File: config.mk
export PLATFORM = sky130hd
export DESIGN_NAME = lpddr4_dfi_cmd_decoder
export DESIGN_NICKNAME = d
export VERILOG_FILES = /design/src/rtl/lpddr4_dfi_cmd_decoder.sv
export SDC_FILE = /design/constraint.sdc
export NUM_CORES = 1
export LEC_CHECK = 0
export BUFFER_PORTS_ARGS = -buffer_cell sky130_fd_sc_hd__buf_4
export CELL_PAD_IN_SITES_DETAIL_PLACEMENT = 1
export CELL_PAD_IN_SITES_GLOBAL_PLACEMENT = 2
export CORE_MARGIN = 8
export CORE_UTILIZATION = 25
export DETAILED_ROUTE_END_ITERATION = 10
export PLACE_DENSITY = 0.59
export SYNTH_ARGS = -nofsm -noshare
export SYNTH_HDL_FRONTEND = slang
export SYNTH_SLANG_ARGS = --single-unit
File: constraint.sdc
create_clock -name sys_clk -period 8.3 [get_ports sys_clk]
set_input_delay 0.83 -clock sys_clk [delete_from_list [all_inputs] [get_ports sys_clk]]
set_output_delay 0.83 -clock sys_clk [all_outputs]
set_load 0.01 [all_outputs]
File: src/rtl/lpddr4_dfi_cmd_decoder.sv
// PHY-side LPDDR4 DFI command receiver: pairs 4-phase CS/CA ticks, merges
// multi-part commands and queues whole decoded commands behind valid/ready.
module lpddr4_dfi_cmd_decoder #(
  parameter int FIFO_DEPTH = 8
) (
  input  logic        sys_clk,
  input  logic        sys_rst,
  input  logic        dfi_p0_cs,
  input  logic        dfi_p1_cs,
  input  logic        dfi_p2_cs,
  input  logic        dfi_p3_cs,
  input  logic [5:0]  dfi_p0_ca,
  input  logic [5:0]  dfi_p1_ca,
  input  logic [5:0]  dfi_p2_ca,
  input  logic [5:0]  dfi_p3_ca,
  output logic        cmd_valid,
  input  logic        cmd_ready,
  output logic [3:0]  cmd_type,
  output logic [2:0]  cmd_bank,
  output logic [15:0] cmd_row,
  output logic [9:0]  cmd_col,
  output logic        cmd_flag,
  output logic [5:0]  cmd_ma,
  output logic [7:0]  cmd_op,
  output logic        err_seq,
  output logic        err_ovf,
  output logic [15:0] err_count
);
  localparam int AW = $clog2(FIFO_DEPTH);

  localparam logic [3:0] T_ACT = 4'd0, T_RD  = 4'd1, T_WR  = 4'd2, T_MWR = 4'd3,
                         T_PRE = 4'd4, T_REF = 4'd5, T_MRW = 4'd6, T_MRR = 4'd7,
                         T_SRE = 4'd8, T_SRX = 4'd9, T_MPC = 4'd10;

  typedef enum logic [1:0] {S_IDLE, S_WAIT_ACT2, S_WAIT_CAS2, S_WAIT_MRW2} seq_state_e;
  typedef enum logic [2:0] {K_BAD, K_SINGLE, K_ACT1, K_ACT2, K_CAS1, K_CAS2, K_MRW1, K_MRW2} part_e;

  typedef struct packed {
    logic [3:0]  ctype;
    logic [2:0]  bank;
    logic [15:0] row;
    logic [9:0]  col;
    logic        flag;
    logic [5:0]  ma;
    logic [7:0]  op;
  } cmd_t;

  typedef struct packed { part_e kind; cmd_t cmd; } part_t;
  typedef struct packed { seq_state_e st; cmd_t pend; logic emit; cmd_t cmd; logic err; } step_t;

  // Each part carries only its own fields, so merging parts is a plain OR.
  function automatic part_t decode_pair(input logic [5:0] c1, input logic [5:0] c2);
    part_t p;
    p = '0;
    p.kind = K_BAD;
    if (c1[1:0] == 2'b01) begin
      p.kind = K_ACT1;         p.cmd.ctype = T_ACT;
      p.cmd.row[15:12] = c1[5:2]; p.cmd.row[11:10] = c2[5:4]; p.cmd.bank = c2[2:0];
    end else if (c1[1:0] == 2'b11) begin
      p.kind = K_ACT2;
      p.cmd.row[9:6] = c1[5:2];   p.cmd.row[5:0] = c2;
    end else begin
      case (c1[4:0])
        5'b00000: begin p.kind = K_SINGLE; p.cmd.ctype = T_MPC; p.cmd.op = {1'b0, c1[5], c2}; end
        5'b00110: begin p.kind = K_MRW1; p.cmd.ctype = T_MRW; p.cmd.op[7] = c1[5]; p.cmd.ma = c2; end
        5'b10110: begin p.kind = K_MRW2; p.cmd.op[6] = c1[5]; p.cmd.op[5:0] = c2; end
        5'b01110: begin p.kind = K_CAS1; p.cmd.ctype = T_MRR; p.cmd.flag = c1[5]; p.cmd.ma = c2; end
        5'b00100, 5'b01100, 5'b00010: begin
          p.kind = K_CAS1;
          p.cmd.ctype = (c1[4:0] == 5'b00100) ? T_WR : (c1[4:0] == 5'b01100) ? T_MWR : T_RD;
          p.cmd.bank = c2[2:0]; p.cmd.col[9] = c2[4]; p.cmd.flag = c2[5];
        end
        5'b10010: begin p.kind = K_CAS2; p.cmd.col[8] = c1[5]; p.cmd.col[7:2] = c2; end
        5'b10000, 5'b01000: begin
          p.kind = K_SINGLE; p.cmd.ctype = c1[4] ? T_PRE : T_REF;
          p.cmd.flag = c1[5]; p.cmd.bank = c2[2:0];
        end
        5'b11000: begin p.kind = K_SINGLE; p.cmd.ctype = T_SRE; end
        5'b10100: begin p.kind = K_SINGLE; p.cmd.ctype = T_SRX; end
        default:  p.kind = K_BAD;
      endcase
    end
    return p;
  endfunction

  function automatic step_t seq_step(input seq_state_e st, input cmd_t pend, input part_t p);
    step_t s;
    s = '0;
    if ((st == S_WAIT_ACT2 && p.kind == K_ACT2) || (st == S_WAIT_CAS2 && p.kind == K_CAS2) ||
        (st == S_WAIT_MRW2 && p.kind == K_MRW2)) begin
      s.emit = 1'b1;
      s.st   = S_IDLE;
      s.cmd  = pend | p.cmd;
      if (pend.ctype == T_MRR) s.cmd.col = '0;
    end else begin
      // An interrupted sequence drops the pending part; the new pair starts afresh.
      s.err = (st != S_IDLE);
      s.st  = S_IDLE;
      s.cmd = p.cmd;
      case (p.kind)
        K_SINGLE: s.emit = 1'b1;
        K_ACT1:   begin s.st = S_WAIT_ACT2; s.pend = p.cmd; end
        K_CAS1:   begin s.st = S_WAIT_CAS2; s.pend = p.cmd; end
        K_MRW1:   begin s.st = S_WAIT_MRW2; s.pend = p.cmd; end
        default:  s.err = 1'b1;
      endcase
    end
    return s;
  endfunction

  logic [3:0] w_cs;
  logic [5:0] w_ca [4];
  assign w_cs = {dfi_p3_cs, dfi_p2_cs, dfi_p1_cs, dfi_p0_cs};
  assign w_ca[0] = dfi_p0_ca;
  assign w_ca[1] = dfi_p1_ca;
  assign w_ca[2] = dfi_p2_ca;
  assign w_ca[3] = dfi_p3_ca;

  seq_state_e r_state, w_nxt_state;
  cmd_t       r_pend, w_nxt_pend;
  logic       r_carry_v, w_nxt_carry_v;
  logic [5:0] r_carry_ca, w_nxt_carry_ca;
  logic       w_seq_err;
  logic [1:0] w_n_emit;
  cmd_t       w_emit [2];
  step_t      w_step;

  // Walks the four ticks in order; at most two pairs can complete per cycle.
  always_comb begin
    // NOTE: every comb output gets a default first so no path leaves it unassigned (no latch).
    w_nxt_state    = r_state;
    w_nxt_pend     = r_pend;
    w_nxt_carry_v  = r_carry_v;
    w_nxt_carry_ca = r_carry_ca;
    w_seq_err      = 1'b0;
    w_n_emit       = 2'd0;
    w_emit[0]      = '0;
    w_emit[1]      = '0;
    w_step         = '0;
    for (int i = 0; i < 4; i++) begin
      if (w_nxt_carry_v) begin
        if (w_cs[i]) begin
          w_seq_err      = 1'b1;
          w_nxt_carry_ca = w_ca[i];
        end else begin
          // NOTE: blocking assignments here are deliberate -- later ticks must see earlier ticks' results.
          w_step = seq_step(w_nxt_state, w_nxt_pend, decode_pair(w_nxt_carry_ca, w_ca[i]));
          w_nxt_state   = w_step.st;
          w_nxt_pend    = w_step.pend;
          w_seq_err     = w_seq_err | w_step.err;
          w_nxt_carry_v = 1'b0;
          if (w_step.emit) begin
            w_emit[w_n_emit[0]] = w_step.cmd;
            w_n_emit            = w_n_emit + 2'd1;
          end
        end
      end else if (w_cs[i]) begin
        w_nxt_carry_v  = 1'b1;
        w_nxt_carry_ca = w_ca[i];
      end
    end
  end

  cmd_t          r_mem [FIFO_DEPTH];
  logic [AW-1:0] r_wptr, r_rptr;
  logic [AW:0]   r_count, w_free;
  logic          w_pop, w_push0, w_push1, w_ovf;
  logic [1:0]    w_n_push;
  logic [16:0]   w_cnt_sum;
  logic          r_err_seq, r_err_ovf;
  logic [15:0]   r_err_count;

  assign w_pop     = cmd_valid & cmd_ready;
  assign w_free    = (AW+1)'(FIFO_DEPTH) - r_count + (AW+1)'(w_pop);
  assign w_push0   = (w_n_emit != 2'd0) && (w_free >= (AW+1)'(1));
  assign w_push1   = (w_n_emit == 2'd2) && (w_free >= (AW+1)'(2));
  assign w_n_push  = {1'b0, w_push0} + {1'b0, w_push1};
  assign w_ovf     = (w_n_emit > w_n_push);
  assign w_cnt_sum = {1'b0, r_err_count} + 17'(w_seq_err) + 17'(w_ovf);

  always_ff @(posedge sys_clk or negedge sys_rst) begin
    if (!sys_rst) begin
      r_state     <= S_IDLE;
      r_pend      <= '0;
      r_carry_v   <= 1'b0;
      r_carry_ca  <= '0;
      r_wptr      <= '0;
      r_rptr      <= '0;
      r_count     <= '0;
      r_err_seq   <= 1'b0;
      r_err_ovf   <= 1'b0;
      r_err_count <= '0;
    end else begin
      r_state     <= w_nxt_state;
      r_pend      <= w_nxt_pend;
      r_carry_v   <= w_nxt_carry_v;
      r_carry_ca  <= w_nxt_carry_ca;
      r_wptr      <= r_wptr + AW'(w_n_push);
      r_rptr      <= r_rptr + AW'(w_pop);
      r_count     <= r_count + (AW+1)'(w_n_push) - (AW+1)'(w_pop);
      r_err_seq   <= w_seq_err;
      r_err_ovf   <= w_ovf;
      r_err_count <= w_cnt_sum[16] ? 16'hFFFF : w_cnt_sum[15:0];
    end
  end

  // NOTE: storage has no reset; r_count gates visibility, so stale entries are never presented.
  always_ff @(posedge sys_clk) begin
    if (w_push0) r_mem[r_wptr] <= w_emit[0];
    if (w_push1) r_mem[r_wptr + AW'(1)] <= w_emit[1];
  end

  cmd_t w_head;
  always_comb begin
    cmd_valid = (r_count != '0);
    w_head    = cmd_valid ? r_mem[r_rptr] : '0;
  end

  assign cmd_type  = w_head.ctype;
  assign cmd_bank  = w_head.bank;
  assign cmd_row   = w_head.row;
  assign cmd_col   = w_head.col;
  assign cmd_flag  = w_head.flag;
  assign cmd_ma    = w_head.ma;
  assign cmd_op    = w_head.op;
  assign err_seq   = r_err_seq;
  assign err_ovf   = r_err_ovf;
  assign err_count = r_err_count;
endmodule

==> flow_results.org, run 1 <==
** STA
- For the pin with the worst max-slew slack, the measured transition is around 1.4 ns.
- Final Hold Fails :: 0
- The final critical path takes up between 80 and 90% of the cycle.
- RSZ-0062 raised after global routing :: no
- Final TNS setup :: 0 ns
- Worst slew slack as a fraction of its limit :: roughly 7.9%
- The total count of max-transition violations in the final report came to 0.
- Clock Skews :: 0.03456 ns
- Maximum clock rate :: ~140 MHz
- The routed design could run at a clock period as short as slightly above 7 ns.
- Number of endpoints failing setup at the final stage :: 0

** Finish
- Cells with a size suffix above 1 make up between 10% and 20% of the layout.
- Number of nets in the layout :: around 2.4k
- Final design instance area without fill :: roughly 32000 sq um
- Final design utilization :: between 20 and 30%
- Fill cell instance count of the final layout :: 12.29k
- From synthesis to final layout, the design area changed by 15.15%.

** GRT
- The initial antenna violation count came to 6.
- The first global-routing pass estimated 170.0 mm of wire.
- Overall Global Routing Usage :: a little under a fifth
- Remaining global-route overflow :: 0
- The via count of the first global-routing pass came to between 20k and 25k.
- Pin count of the biggest net entering global routing :: 72

** Drt
- Vias :: 21.24k
- Wire length after detailed routing :: 118.7 mm
- The count of nets left with antenna violations once routing finished came out at 0.
- First-pass detailed-route iteration total :: 5
- Violation count after the first detailed-route iteration :: 1946
- In the final routed layout, each cell accounts on average for about 30 um.
- Remaining DRCs :: 0
- Mean number of vias per cell :: 5.389

** Placed design
- Post-detailed-placement cell area :: between 30000 and 40000 sq um
- Once detailed placement completed, the half-perimeter wirelength came to between 80 and 90 mm.
- The congestion estimate from routability-driven global placement came to between 0.9 and 1.
- In this run the tool buffered the top-level ports with 97 buffer cells.

** Yosys
- By area the synthesized netlist is led by sky130_fd_sc_hd__edfxtp_1, sky130_fd_sc_hd__mux2i_1, sky130_fd_sc_hd__mux4_2.
- The average instance in the mapped netlist occupies 11.91 sq um.
- In this run, synthesis inferred ~380 flip-flops with an integrated enable.
- Syn nets :: 2414
- Total number of yosys warnings :: 0
- Post-synth ARST share :: around 18%
- Cell area after synthesis :: between 20000 and 30000 sq um
- Commonest register cell after synthesis :: sky130_fd_sc_hd__edfxtp_1
- Library cell with the largest summed area after synthesis :: sky130_fd_sc_hd__edfxtp_1
- After synthesis, the netlist uses 92 different library cells.
- Synthesis produced approximately 2.4k cells.
- In this run, synthesis produced a sequential element count of ~470.
- For this run, the register share of the synthesized area comes to between 40% and 50%.
- Portion of synthesized cell area occupied by the leading cell type :: about two fifths

** Floorplan
- The floorplan has 123 rows.
- The die is around 350 um wide.
- The die covers around 120000 sq um.
- Height of the die :: between 300 and 400 um
- The floorplan step defined a core boundary enclosing between 100000 and 150000 sq um.
- Starting density of the core :: between 20% and 30%
- Count of pins on the block boundary :: between 90 and 100

** Clock network
- CTS Hold Buffers Added :: 0
- Post-CTS Setup Bufs :: 0
- Clock Tree Root :: sky130_fd_sc_hd__clkbuf_16
- Source-to-sink clock delay at the later pin of the worst-skew pair :: about 0.65 ns
- TritonCTS buffer count :: 58
- Clk pin slew, worst setup/hold paths :: around 0.060 ns
- Post-cts sizing count :: 0
- CTS built an H-tree with a depth of 2.
- The clock drives between 400 and 500 sinks.
- The clock passes through at most 3 buffers.
- TritonCTS clock tree :: yes

** Worst setup path
- Type of the setup path with the least slack :: register to register
- Kind of start point of the critical path :: register
- For the worst setup path, the data arrival time is approximately 7.7 ns.
- Crit-path max FO :: 19
- At the worst endpoint, the required time is slightly below 9 ns.
- Setup crit end kind :: register

** Run
- Max capacitance violation total :: 0

** Pwr
- The completed layout was analyzed and its total power is 8545 uW.
- Power spread over the standard cell area amounts to around 260 nW/um^2.
- Worst ir drop on vdd :: ~170 uV
- For this design the static power due to leakage is roughly 0.011 uW.

** Worst hold path
- The path class of the tightest hold or removal check is primary input to async pin.

** Status
- The run finished with clean final reports.
==> final cells by class <==
| cell class | count | area [sq um] | share of cell area, % |
|---|---|---|---|
| Multi-Input combinational cell | 1663 | 13570 | 41.87 |
| Antenna cell | 1 | 2.502 | 0.007724 |
| Tap cell | 1500 | 1877 | 5.793 |
| Timing Repair Buffer | 173 | 1299 | 4.009 |
| Sequential cell | 469 | 13670 | 42.19 |
| Inverter | 27 | 101.3 | 0.3128 |
| Clock buffer | 70 | 1496 | 4.619 |
| Clock inverter | 39 | 386.6 | 1.193 |
==> per-stage QoR <==
stage                     hold slack (ns)  cells  worst slack, ns
final                              0.1306   3942            1.174
after global routing               0.1233   3941           0.6871
after CTS                         0.09936   3941            1.227
after detailed placement           0.5023   3832           0.9823
after global placement             0.4943   3832            1.010
after floorplan                    0.4765   2363            2.007
==> cell families (layout without fill, tap and decap cells) <==
logic type	Yosys count	count (layout)	share of synthesized area, %
AOI/OAI and AO/OA	525	525	13.00
xor gates and xnor gates	20	20	0.6226
adders and majority gates	20	20	0.9695
buffers and inverters	231	309	3.567
DFF	469	469	48.55
muxes	545	545	23.82
other	0	1	0
and+or+nand+nor	553	553	9.473
==> metal layers <==
metal / routed length [um] / up-vias / global-route usage [%] / share of wire [%]
met5: 13 / - / 0 / 0.011
met4: 3132 / 2 / 4.908 / 2.6
met3: 5963 / 156 / 2.528 / 5.0
met2: 55050 / 637 / 30.34 / 46
met1: 54500 / 11200 / 26.18 / 46
li1: - / 9249 / - / -
==> power breakdown <==
group          internal (uW)  switching [uW]
registers               2840             260
logic                   1220            1680
clock network           1470            1070
==> critical path, stage by stage, from the launching register on <==
cell,delay (ns)
sky130_fd_sc_hd__dfrtp_1,0.82
sky130_fd_sc_hd__nor2b_1,0.15
sky130_fd_sc_hd__o21ai_0,0.74
sky130_fd_sc_hd__a211oi_1,0.20
sky130_fd_sc_hd__o21ai_0,0.20
sky130_fd_sc_hd__nand3_1,0.28
sky130_fd_sc_hd__ha_1,0.40
sky130_fd_sc_hd__a21oi_1,0.55
sky130_fd_sc_hd__nand2_1,0.10
sky130_fd_sc_hd__nor3_1,0.39
sky130_fd_sc_hd__a211oi_1,0.11
sky130_fd_sc_hd__buf_4,0.20
sky130_fd_sc_hd__ha_1,0.32
sky130_fd_sc_hd__ha_1,0.30
sky130_fd_sc_hd__nand2_1,0.06
sky130_fd_sc_hd__o21ai_0,0.14
sky130_fd_sc_hd__fa_1,0.42
sky130_fd_sc_hd__inv_1,0.08
sky130_fd_sc_hd__ha_1,0.16
sky130_fd_sc_hd__and3_1,0.20
sky130_fd_sc_hd__nand3_1,0.14
sky130_fd_sc_hd__nor2_1,0.22
sky130_fd_sc_hd__nand2_1,0.11
sky130_fd_sc_hd__or3_1,0.59
sky130_fd_sc_hd__o21ai_0,0.16
==> cell usage in the layout, fill, tap and decap left out, drive strengths merged, types with 16 or more instances in the layout <==
cell type and count:
o21ai 95, nand3 27, mux2 27, clkbuf 70
a31oi 17, and2 17, o22ai 30, o211ai 19
ha 17, a21oi 103, buf 173, dfrtp 85
nor3 17, nand2 190, and3 41, a21boi 16
edfxtp 384, a22o 44, clkinv 29, mux2i 422
mux4 96, inv 28, a22oi 58, nor2 181
==> cell usage after synthesis (8+ instances only) <==
master and instances:
sky130_fd_sc_hd__edfxtp_1 384, sky130_fd_sc_hd__o21ai_1 22, sky130_fd_sc_hd__buf_2 30, sky130_fd_sc_hd__buf_1 26, sky130_fd_sc_hd__clkbuf_1 129, sky130_fd_sc_hd__nor3_1 17
sky130_fd_sc_hd__a222oi_1 9, sky130_fd_sc_hd__inv_1 25, sky130_fd_sc_hd__nand3_1 27, sky130_fd_sc_hd__nand2b_1 10, sky130_fd_sc_hd__o22ai_1 30, sky130_fd_sc_hd__o21ai_0 73
sky130_fd_sc_hd__o211ai_1 19, sky130_fd_sc_hd__nand2_1 190, sky130_fd_sc_hd__o21a_1 10, sky130_fd_sc_hd__and2_1 15, sky130_fd_sc_hd__o31ai_1 12, sky130_fd_sc_hd__and3_1 41
sky130_fd_sc_hd__a21boi_0 14, sky130_fd_sc_hd__ha_1 17, sky130_fd_sc_hd__a22o_1 44, sky130_fd_sc_hd__buf_6 8, sky130_fd_sc_hd__nand4_1 8, sky130_fd_sc_hd__mux4_2 96
sky130_fd_sc_hd__xor2_1 8, sky130_fd_sc_hd__mux2i_1 419, sky130_fd_sc_hd__a22oi_1 58, sky130_fd_sc_hd__a21oi_1 103, sky130_fd_sc_hd__a31oi_1 17, sky130_fd_sc_hd__dfrtp_1 85
sky130_fd_sc_hd__a32oi_1 12, sky130_fd_sc_hd__mux2_2 23, sky130_fd_sc_hd__nor2b_1 15, sky130_fd_sc_hd__nor2_1 181, sky130_fd_sc_hd__buf_4 10, sky130_fd_sc_hd__a31o_2 13
sky130_fd_sc_hd__xnor2_1 12, sky130_fd_sc_hd__a221oi_1 10
==> flip-flops by register name, summed over array words and instances, names as in the netlist, 2 cells and up <==
name        cells
err_count      16
r_carry_ca      6
r_count         4
r_mem         384
r_pend         48
r_rptr          3
r_state         2
r_wptr          3
==> worst paths after layout <==
path	startpoint	end	slack (ns)	cells after the start
min in group sys_clk	dfi_p3_cs	r_carry_v	0.47	1
hold / removal	sys_rst	r_carry_ca[1]	0.13	1
setup / recovery	r_carry_ca[3]	err_count[10]	1.17	24
setup reg to reg	r_carry_ca[3]	err_count[10]	1.17	24
hold reg to reg	r_pend[15]	r_pend[15]	0.52	1
max in group asynchronous	sys_rst	r_rptr[0]	6.73	2
No activity file was read; power rests on OpenSTA's default activity.
==> run 2: changes to the inputs <==
PLACE_DENSITY = 0.6   (was 0.59)
==> run 2 against run 1 <==
Sequential power is essentially flat; final cell count increased by 0.13%; via count increased by 1.1%; die area did not move; total power rose by 0.68%; highest routed layer is now met4.
==> flow_results.org, run 2 (same netlist as run 1, synthesis figures left out) <==
** Pwr
- The clock network is responsible for between 20% and 30% of the overall power.
- The internal portion of the total power is about 5600 uW.
- VDD sags by at most ~180 uV.
- Net switching is a little over a third of the power.
- Leak pwr :: between 0.01 and 0.015 uW
- The analysis attributes to net switching a power of just over 3000 uW.
- Power density over cell area :: approximately 260 nW/um^2
- In this run, the combinational gates consume between 30 and 40% of the power.
- Proportion of power drawn by flip-flops and latches :: 35.9%

** Finish
- Most frequent cells in the layout :: sky130_fd_sc_hd__mux2i_1, sky130_fd_sc_hd__edfxtp_1, sky130_fd_sc_hd__nand2_1
- Area of the multi-input gates :: 13560 sq um
- Of the cells placed in the final design, the portion with a size suffix greater than 1 is between 10% and 20%.
- Non-filler cells, final :: between 3k and 4k
- Number of nets in the layout :: about 2.4k
- Top register by number of flip-flops :: r_mem
- Synth-to-Final Area Change :: 15.48%
- The filler cells instantiated in the layout total 12.37k.
- The register with the most flip-flops in the layout has between 300 and 400 of them.
- Storage element area :: 13670 sq um
- Final design instance area without fill :: between 30000 and 40000 sq um
- Most common library cell in the layout ignoring fill and taps :: sky130_fd_sc_hd__mux2i_1

** GRT
- Global-route wire length before repair :: approximately 170 mm
- The initial antenna violation count came to 5.
- Via count of the first global-routing pass :: roughly 22k
- Entering global routing, the biggest net connects 72 pins.
- Overall Global Routing Usage :: between 10% and 20%
- Remaining global-route overflow :: 0

** Drt
- Violation count after the first detailed-route iteration :: roughly 1.9k
- Vias :: 21.47k
- Remaining DRCs :: 0
- First-pass detailed-route iteration total :: 5
- WL per Instance :: about 30 um
- Mean number of vias per cell :: between 5 and 6
- Number of nets still failing antenna checks after routing :: 0
- Summed over all layers, the routed wires come to roughly 120 mm.

** Placed design
- Hpwl dp :: just over 80 mm
- Post-detailed-placement cell area :: between 30000 and 40000 sq um
- Routability-driven placement finished with a final weighted congestion of 0.9342.
- Placement Setup Slack :: approximately 0.84 ns
- Count of input and output buffers :: 97
- Including well taps, the total number of placed cells is about 3.8k.

** STA
- Clock Skews :: 0.06412 ns
- Worst slew slack as a fraction of its limit :: approximately a tenth
- Final Hold Fails :: 0
- Final WS setup :: between 1 and 1.5 ns
- Final worst path period share :: between 80% and 90%
- Number of endpoints failing setup at the final stage :: 0
- Setup repair after global routing left no endpoint under its margin.
- Timing would allow up to 139.9 MHz.
- Time the final worst path needs with I/O delays and setup :: between 7 and 8 ns
- At the pin with the least slew margin, the transition time is 1.337 ns.
- Max-slew violation total from the final report :: 0
- Setup total negative slack on the finished layout was measured at 0 ns.

** Floorplan
- Area of the core :: 112000 sq um
- For this configuration, the core starts out at a cell density of around 25%.
- The die is 351.5 um tall.
- Area of the die :: ~120000 sq um
- Measured along the x axis, the die boundary spans roughly 350 um.
- 98 I/O pins were placed.
- Number of placement rows :: between 100 and 150

** Worst setup path
- Crit-path max FO :: 14
- Traced cell by cell, the critical path runs through nor2b_1 -> mux2i_1 -> and3_1 -> o21ai_0 -> nand3_1 -> ha_1 -> a21oi_1 -> nand2_1 -> nor3_1 -> a211oi_1 -> buf_4 -> ha_1 -> ha_1 -> nand2_1 -> o21ai_0 -> fa_1 -> inv_1 -> ha_1 -> and3_1 -> nand3_1 -> nor2_1 -> nand2_1 -> or3_1 -> o21ai_0.
- The kind of cell with the highest combined delay along the critical path is simple AND/OR/NAND/NOR gates.
- Cells on worst reg2reg path :: 24
- Slowest CP cell :: sky130_fd_sc_hd__nor2b_1
- Worst setup slack for register-to-register paths :: approximately 1.2 ns
- Kind of start point of the critical path :: register
- The worst setup path is captured at a register.
- The number of buffers and inverters on the critical path is 2.
- Max stage delay on crit path :: about 0.7 ns
- The worst register-to-register path ends at err_count[10].
- The worst setup path is of the register to register kind.
- In this run the critical register-to-register path is launched from r_carry_ca[1].
- Data on the critical path arrives at its endpoint at 7.71 ns.
- Critical path required time :: between 8 and 9 ns
- Dominant cell type by count on the critical path :: sky130_fd_sc_hd__ha_1
- Worst setup path startpoint :: r_carry_ca[1]

** Clock network
- Clk pin slew, worst setup/hold paths :: about 0.070 ns
- TritonCTS clock tree :: yes
- TritonCTS buffer count :: 57
- Clk sinks :: ~470
- After clock tree synthesis, the setup repair step added 0 buffers.
- Post-cts sizing count :: 0
- The H-tree was split into 2 levels.
- Clock tree synthesis selected as its root buffer the cell sky130_fd_sc_hd__clkbuf_16.
- Maximum clock path buffer count :: 3
- CTS Hold Buffers Added :: 0
- Source-to-sink clock delay at the later pin of the worst-skew pair :: roughly 0.66 ns

** Status
- The run finished with clean final reports.

** Run
- Max-cap violations in this run came to 0.

** Worst hold path
- The worst hold path belongs to the class primary input to async pin.
-- run 2: through the flow --
step	power, uW	util, %	hold WS (ns)
floorplan	4830	-	0.4765
detailed placement	6159	27.27	0.4943
global route	9041	28.99	0.2462
CTS	8768	28.99	0.2244
global placement	6106	27.27	0.4942
finish	8604	29.00	0.2130
-- run 2: per-layer routing --
metal | global-route usage (%) | wire length, um | vias to the layer above
met4 | 5.058 | 3153 | 0
met2 | 30.49 | 55450 | 720
met5 | 0 | 0 | -
met1 | 25.88 | 53570 | 11355
li1 | - | - | 9249
met3 | 2.407 | 6112 | 146
-- run 2: layout make-up --
type                    instances  share of cell area (%)
multi-input cells            1663                   41.75
inverters                      27                  0.3119
clock inverters                35                   1.344
clock buffers                  71                   4.583
well taps                    1500                   5.777
diodes                          3                 0.02311
repair buffers                179                   4.136
flip-flops and latches        469                   42.07
-- run 2: how the worst max path moves through the flow --
stage,to,slack (ns),cells past startpoint
after floorplan,err_count[10],2.01,27
after global placement,err_count[10],1.02,22
after detailed placement,err_count[10],0.84,25
after CTS,err_count[10],1.18,24
after global routing,err_count[10],0.67,24
final,err_count[10],1.15,24
-- run 2: power groups by stage --
stage / logic, uW / registers [uW] / clock network, uW
6_report: 2940 / 3090 / 2570
5_1_grt: 3190 / 3120 / 2720
4_1_cts: 3020 / 3100 / 2650
3_5_place_dp: 3010 / 3150 / 0
3_3_place_gp: 2980 / 3130 / 0
2_1_floorplan: 1870 / 2960 / 0
-- run 2: worst register-to-register path, delay by kind of cell, from the launching register on --
kind	cells	cell delay [ns]
adders and majority gates	5	1.65
muxes	1	0.31
and+or+nand+nor	11	3.12
buffers and inverters	2	0.27
AOI/OAI and AO/OA	5	1.23
DFF	1	0.52
